==> src/rtl/mem_port_scheduler.sv <==
// Arbitrates an instruction port and a data port onto one line-wide memory port.
// Optional macro MEM_PORT_SCHED_RR_EN turns the I/D tie-break into round-robin (default: D wins ties).
module mem_port_scheduler (
  input  logic         clk,
  input  logic         rst,
  input  logic         i_read,
  input  logic [31:0]  i_address,
  output logic         i_resp,
  output logic [255:0] i_rdata,
  input  logic         d_read,
  input  logic         d_write,
  input  logic [31:0]  d_address,
  input  logic [255:0] d_wdata,
  output logic         d_resp,
  output logic [255:0] d_rdata,
  output logic         m_read,
  output logic         m_write,
  output logic [31:0]  m_address,
  output logic [255:0] m_wdata,
  input  logic         m_resp,
  input  logic [255:0] m_rdata,
  output logic         busy
);

  typedef enum logic [1:0] {
    ST_IDLE  = 2'd0,
    ST_SERVE = 2'd1,
    ST_RESP  = 2'd2
  } state_e;

  state_e         state_q, state_d;
  logic           owner_q, owner_d;     // 1'b1 = D side, 1'b0 = I side
  logic [31:0]    addr_q, addr_d;
  logic           wr_q, wr_d;
  logic [255:0]   wdata_q, wdata_d;
  logic [255:0]   buf_q, buf_d;
  logic           m_read_q, m_read_d;
  logic           m_write_q, m_write_d;
  logic           i_resp_q, i_resp_d;
  logic           d_resp_q, d_resp_d;
  logic           busy_q, busy_d;
  logic           d_req_s;
  logic           win_d_s;

  assign d_req_s = d_read | d_write;

`ifdef MEM_PORT_SCHED_RR_EN
  logic           ptr_q, ptr_d;         // 1'b1 = D holds the tie-break
  assign win_d_s = d_req_s & (~i_read | ptr_q);
`else
  assign win_d_s = d_req_s;
`endif

  // Next-state and next-output computation for the grant/serve/respond sequence
  always_comb begin
    state_d   = state_q;
    owner_d   = owner_q;
    addr_d    = addr_q;
    wr_d      = wr_q;
    wdata_d   = wdata_q;
    buf_d     = buf_q;
    m_read_d  = 1'b0;
    m_write_d = 1'b0;
    i_resp_d  = 1'b0;
    d_resp_d  = 1'b0;
`ifdef MEM_PORT_SCHED_RR_EN
    ptr_d     = ptr_q;
`endif
    case (state_q)
      ST_IDLE: begin
        if (i_read | d_req_s) begin
          owner_d   = win_d_s;
          addr_d    = win_d_s ? d_address : i_address;
          wr_d      = win_d_s & d_write;   // write beats read when both are up
          wdata_d   = win_d_s ? d_wdata : 256'd0;
          m_read_d  = ~(win_d_s & d_write);
          m_write_d = win_d_s & d_write;
          state_d   = ST_SERVE;
        end else begin
          state_d   = ST_IDLE;
        end
      end
      ST_SERVE: begin
        if (m_resp) begin
          buf_d    = m_rdata;
          i_resp_d = ~owner_q;
          d_resp_d = owner_q;
          state_d  = ST_RESP;
`ifdef MEM_PORT_SCHED_RR_EN
          ptr_d    = ~ptr_q;
`endif
        end else begin
          m_read_d  = ~wr_q;
          m_write_d = wr_q;
          state_d   = ST_SERVE;
        end
      end
      ST_RESP: begin
        state_d = ST_IDLE;
      end
      default: begin
        state_d = ST_IDLE;
      end
    endcase
    busy_d = (state_d != ST_IDLE);
  end

  // State, latched transaction and registered outputs
  always_ff @(posedge clk) begin
    if (rst) begin
      state_q   <= ST_IDLE;
      owner_q   <= 1'b1;
      addr_q    <= 32'd0;
      wr_q      <= 1'b0;
      wdata_q   <= 256'd0;
      buf_q     <= 256'd0;
      m_read_q  <= 1'b0;
      m_write_q <= 1'b0;
      i_resp_q  <= 1'b0;
      d_resp_q  <= 1'b0;
      busy_q    <= 1'b0;
`ifdef MEM_PORT_SCHED_RR_EN
      ptr_q     <= 1'b1;
`endif
    end else begin
      state_q   <= state_d;
      owner_q   <= owner_d;
      addr_q    <= addr_d;
      wr_q      <= wr_d;
      wdata_q   <= wdata_d;
      buf_q     <= buf_d;
      m_read_q  <= m_read_d;
      m_write_q <= m_write_d;
      i_resp_q  <= i_resp_d;
      d_resp_q  <= d_resp_d;
      busy_q    <= busy_d;
`ifdef MEM_PORT_SCHED_RR_EN
      ptr_q     <= ptr_d;
`endif
    end
  end

  assign m_read    = m_read_q;
  assign m_write   = m_write_q;
  assign m_address = addr_q;
  assign m_wdata   = wdata_q;
  assign i_resp    = i_resp_q;
  assign d_resp    = d_resp_q;
  assign i_rdata   = buf_q;
  assign d_rdata   = buf_q;
  assign busy      = busy_q;

endmodule

==> config.mk <==
export PLATFORM = sky130hd
export DESIGN_NAME = mem_port_scheduler
export DESIGN_NICKNAME = d
export VERILOG_FILES = /design/src/rtl/mem_port_scheduler.sv
export SDC_FILE = /design/constraint.sdc
export NUM_CORES = 1
export LEC_CHECK = 0
export ABC_AREA = 1
export CORE_AREA = 3 3 546 548
export CTS_CLUSTER_SIZE = 8
export DETAILED_ROUTE_END_ITERATION = 12
export DIE_AREA = 0 0 549 551
export PLACE_DENSITY_LB_ADDON = 0.08
export SLEW_MARGIN = 20
export SYNTH_ARGS = -nofsm -noshare
export SYNTH_HDL_FRONTEND = slang
export SYNTH_SLANG_ARGS = --single-unit
==> constraint.sdc <==
create_clock -name clk -period 1.5 [get_ports clk]
set_input_delay 0.3 -clock clk [delete_from_list [all_inputs] [get_ports clk]]
set_output_delay 0.3 -clock clk [all_outputs]
set_load 0.005 [all_outputs]
=== After elaboration in Yosys (flattened, before gate mapping) ===
Cells that the tools add are included.

* Reductions and logical operators: 5
* Mux-type cells: 11
* Bitwise operators: 8
* Equal/unequal tests: 1

{| class="wikitable"
|+ Operator list
! operator !! count
|-
| two-way mux 256 bit || 1
|-
| two-way mux 32 bit || 1
|-
| two-way mux 1 bit || 5
|-
| inverter 1 bit || 5
|-
| one-hot mux 1 bit (2 select lines) || 2
|-
| one-hot mux 2 bit (2 select lines) || 1
|-
| AND reduction 2 bit || 2
|-
| OR reduction 3 bit || 1
|-
| equality test 2 x 1 -> 1 bit, second input constant || 1
|-
| logical NOT 2 bit || 1
|-
| two-way mux 2 bit || 1
|-
| bitwise OR 1 bit || 2
|-
| nonzero test 2 bit || 1
|-
| bitwise AND 1 bit || 1
|}

* Register bits: 553
* Output and inout port bits: 805

=== Depth between registers and ports, before layout ===
* Depth in word-level cells: 5
* Depth in mapped cells: 8
* Mapped depth without buffers: 6

=== Least setup slack after synthesis ===
No wires, ideal clock.

* Kind: register -> register
* From: reg state_q[1]
* To: reg wdata_q[246] (netlist: m_wdata[246])
* Stages on the path, launching flop included: 7
* Arrival time: 1057 ps
* Path slack: 311 ps
* Buffers on the path: 2
* Period minus slack after synthesis: 1189 ps
* Cells stage by stage: dfxtp_1 > nor2_2 > nand2_2 > buf_2 > buf_2 > nand3_1 > a21oi_1

* Word-level cells in the longest chain between the ends: 2

{| class="wikitable"
|+ Ends and longest elaborated chain
! element !! RTL line !! text
|-
| start, declared || 31 || <nowiki>state_e state_q, state_d;</nowiki>
|-
| start signal, assigned || 126 || <nowiki>state_q <= state_d;</nowiki>
|-
| logical NOT 2 bit || 69 || <nowiki>case (state_q)</nowiki>
|-
| AND reduction 2 bit (no source line) || -- ||
|-
| end signal, assigned || 130 || <nowiki>wdata_q <= wdata_d;</nowiki>
|-
| end, declared || 35 || <nowiki>logic [255:0] wdata_q, wdata_d;</nowiki>
|}

Every way passes these cells.
A chain may end at the register's enable or synchronous reset.

=== Final worst setup path ===
* From: reg buf_q[252] (netlist: d_rdata[252])
* To: out d_rdata[252]

{| class="wikitable"
|+ RTL lines
! element !! RTL line !! text
|-
| start, declared || 36 || <nowiki>logic [255:0] buf_q, buf_d;</nowiki>
|-
| start signal, assigned || 131 || <nowiki>buf_q <= buf_d;</nowiki>
|-
| end, declared || 15 || <nowiki>output logic [255:0] d_rdata,</nowiki>
|}

No word-level cell between the ends.

==> results.yml <==
run_status:
  outcome: "complete, but fails checks"
  violations: "setup timing"
synth:
  synth_cells: 2857
  synth_cell_type_count: 17
  yosys-top-cells-area: "dfxtp_1 50%, buf_4 10%, nor2_1 10%"
  ys_warn_count: 0
  synth_area_um2: 22000
  syn_area_per_cell_um2: 7.70
  ys.flop_type: "dfxtp_1"
  synth_area_leader_cell: "dfxtp_1"
  yosysSeqAreaShare_pct: 50.3
  yosys-top-cells-count: "583 x nor2_1, 553 x dfxtp_1, 427 x nand2_1"
  synth.ff_latch_count: 553
  synth.top_cell.area_share_pct: 50.3
  synthArstFlopShare_pct: 0
  synth_edf_count: 0
  syn-num-nets: 3439
  synth.most_common_cell: "nor2_1"
sta:
  drv_slew: 0
  fin_crit_ns: 1.69
  relSlewSlack_pct: 71.8
  finalSetupViolations: 1025
  fmax_mhz: 591
  worst_hold_slack_ns: 0.114
  tightest_slew_ns: 0.422
  hold_viol: 0
  finalCritPeriodShare_pct: 113
  fin_ws_ns: -0.191
  fin_skew_ns: 0.0528
  rsz0062_at_grt: "true"
global_routing:
  grt_max_degree: 57
  grt-ovfl-total: 0
  antenna_found_initial: 65
  first_global_vias: 26900
  grt_use_total_pct: 12.3
  grt_pass1_wl_um: 255000
cells_and_area:
  area_growth_pct: 142
  fin_nets: 5162
  layout-drive-gt1-share_pct: 47.4
clock_network:
  clk_pin_slew_ns: 0.05
  cts_tree: "yes"
  root_buffer: "clkbuf_16"
  cts_max_level: 3
  cts.path.max_buffers: 4
  numCtsBuffers: 94
  clock-sinks: 553
  insertion_delay_ns: 0.77
power:
  irDropWorstVdd_mv: 0.673
  cellPowerDensity_nw_per_um2: 999
  p_total_mw: 53.0
  leakage_nw: 21.6
hold_path:
  hp-class: "input pin to flop"
die:
  ios: 1387
  rows: 199
  initial_core_util_pct: 7.49
  die_h_um: 551
  fp.coreArea_um2: 294000
  dieArea_um2: 302000
  die_w_um: 549
critical_path:
  start_kind: "flop"
  endpoint_kind: "output port"
  crit_fanout: 2
  required_ns: 1.20
  worstSetupPathType: "flop to output port"
  arrival_ns: 1.39
run:
  max_cap_violations: 0
route:
  vias: 26200
  routed_wl_um: 204000
  first_pass_iters: 5
  detail-route-antenna-nets: 0
  first_iter_violations: 1191
  drc: 0
  post_drt_wl_per_cell_um: 23.8
  avgViaCountPerCell: 3.06
placement:
  place.port_buffers: 1386
  gp_congestion: 0.786
  dpl.hpwl_um: 155000
==> routing by layer <==
layer / global-route usage, % / up-vias / part of all wire (%) / wire (µm)
met5: 0 / - / 0.091 / 185
met4: 2.52 / 30 / 1.8 / 3700
met3: 4.54 / 224 / 8.3 / 16900
met2: 20.6 / 912 / 47 / 96300
met1: 15.0 / 12500 / 42 / 86600
li1: - / 12500 / - / -
==> path summary, 6_finish.rpt <==
path,from,endpoint,slack [ns],cells past startpoint
worst min-delay path,d_wdata[49],m_wdata[49],0.11,3
worst max register to register,state_q[1],d_rdata[80],-0.11,10
worst min register to register,m_wdata[64],m_wdata[64],0.46,2
worst max-delay path,d_rdata[252],d_rdata[252],-0.19,2
==> power by group <==
| group | switching (mW) | internal, mW |
|---|---|---|
| clock | 8.48 | 12.4 |
| sequential | 1.37 | 16.0 |
| combinational | 6.37 | 8.40 |
| total | 16.2 | 36.8 |
==> registers in the layout, summed over array words and instances, names as in the netlist <==
signal and cells:
m_read 1, m_write 1, m_address 32, wr_q 1
busy 1, state_q 2, owner_q 1, i_resp 1
m_wdata 256, d_rdata 256, d_resp 1
==> cells in the final DEF, fill, tap and decap left out, drive strengths merged <==
| cell | count |
|---|---|
| buf | 1203 |
| nor2 | 587 |
| clkdlybuf4s50 | 580 |
| dfxtp | 553 |
| nand2 | 430 |
| nand3 | 259 |
| dlygate4sd3 | 258 |
| a21oi | 258 |
| o21ai | 257 |
| clkbuf | 183 |
| inv | 45 |
| diode | 13 |
| clkinv | 10 |
| bufbuf | 3 |
| clkinvlp | 2 |
| bufinv | 1 |
==> cell families after synthesis <==
family          count (synthesis)  share of synthesized area (%)
buf+inv                       513                           14.5
simple gates                 1276                           23.4
compound gates                515                           11.7
flops                         553                           50.3
==> stage by stage <==
step / utilization (%) / worst slack, ns / instances / setup TNS (ns) / cell area [µm²]
finish: 18.1 / -0.191 / 8561 / -48.82 / 53100
global route: 18.1 / -0.290 / 8552 / -157.25 / 53100
CTS: 17.0 / -0.334 / 8461 / -157.42 / 49800
detailed placement: 14.1 / -0.490 / 7904 / -199.53 / 41300
global placement: 14.1 / -0.505 / 7904 / -197.62 / 41300
floorplan: - / 0.311 / 2857 / 0 / 22000
==> cell type report <==
cell class                      instances  area, µm²
Antenna cell                           13       32.5
Inverter                               43        198
Tap cell                             3919       4900
Multi-Input combinational cell       1791       9060
Timing Repair inverter                  1       16.3
Fill cell                           32800     240000
Sequential cell                       553      12200
Timing Repair Buffer                 2096      23900
Clock buffer                          131       2660
Clock inverter                         14        134
==> critical path, stage by stage (launching register included) <==
cell,delay (ns)
dfxtp_2,0.35
buf_6,0.12
buf_12,0.13
==> timing repair <==
action                      CTS  global route
hold buffers                258             0
setup buffers               155            36
hold endpoints to repair    281             0
gates cloned                 19            59
resized for setup          4463           437
setup endpoints to repair   941          1314
pin swaps                     7            81
No activity file was read; power rests on OpenSTA's default activity.
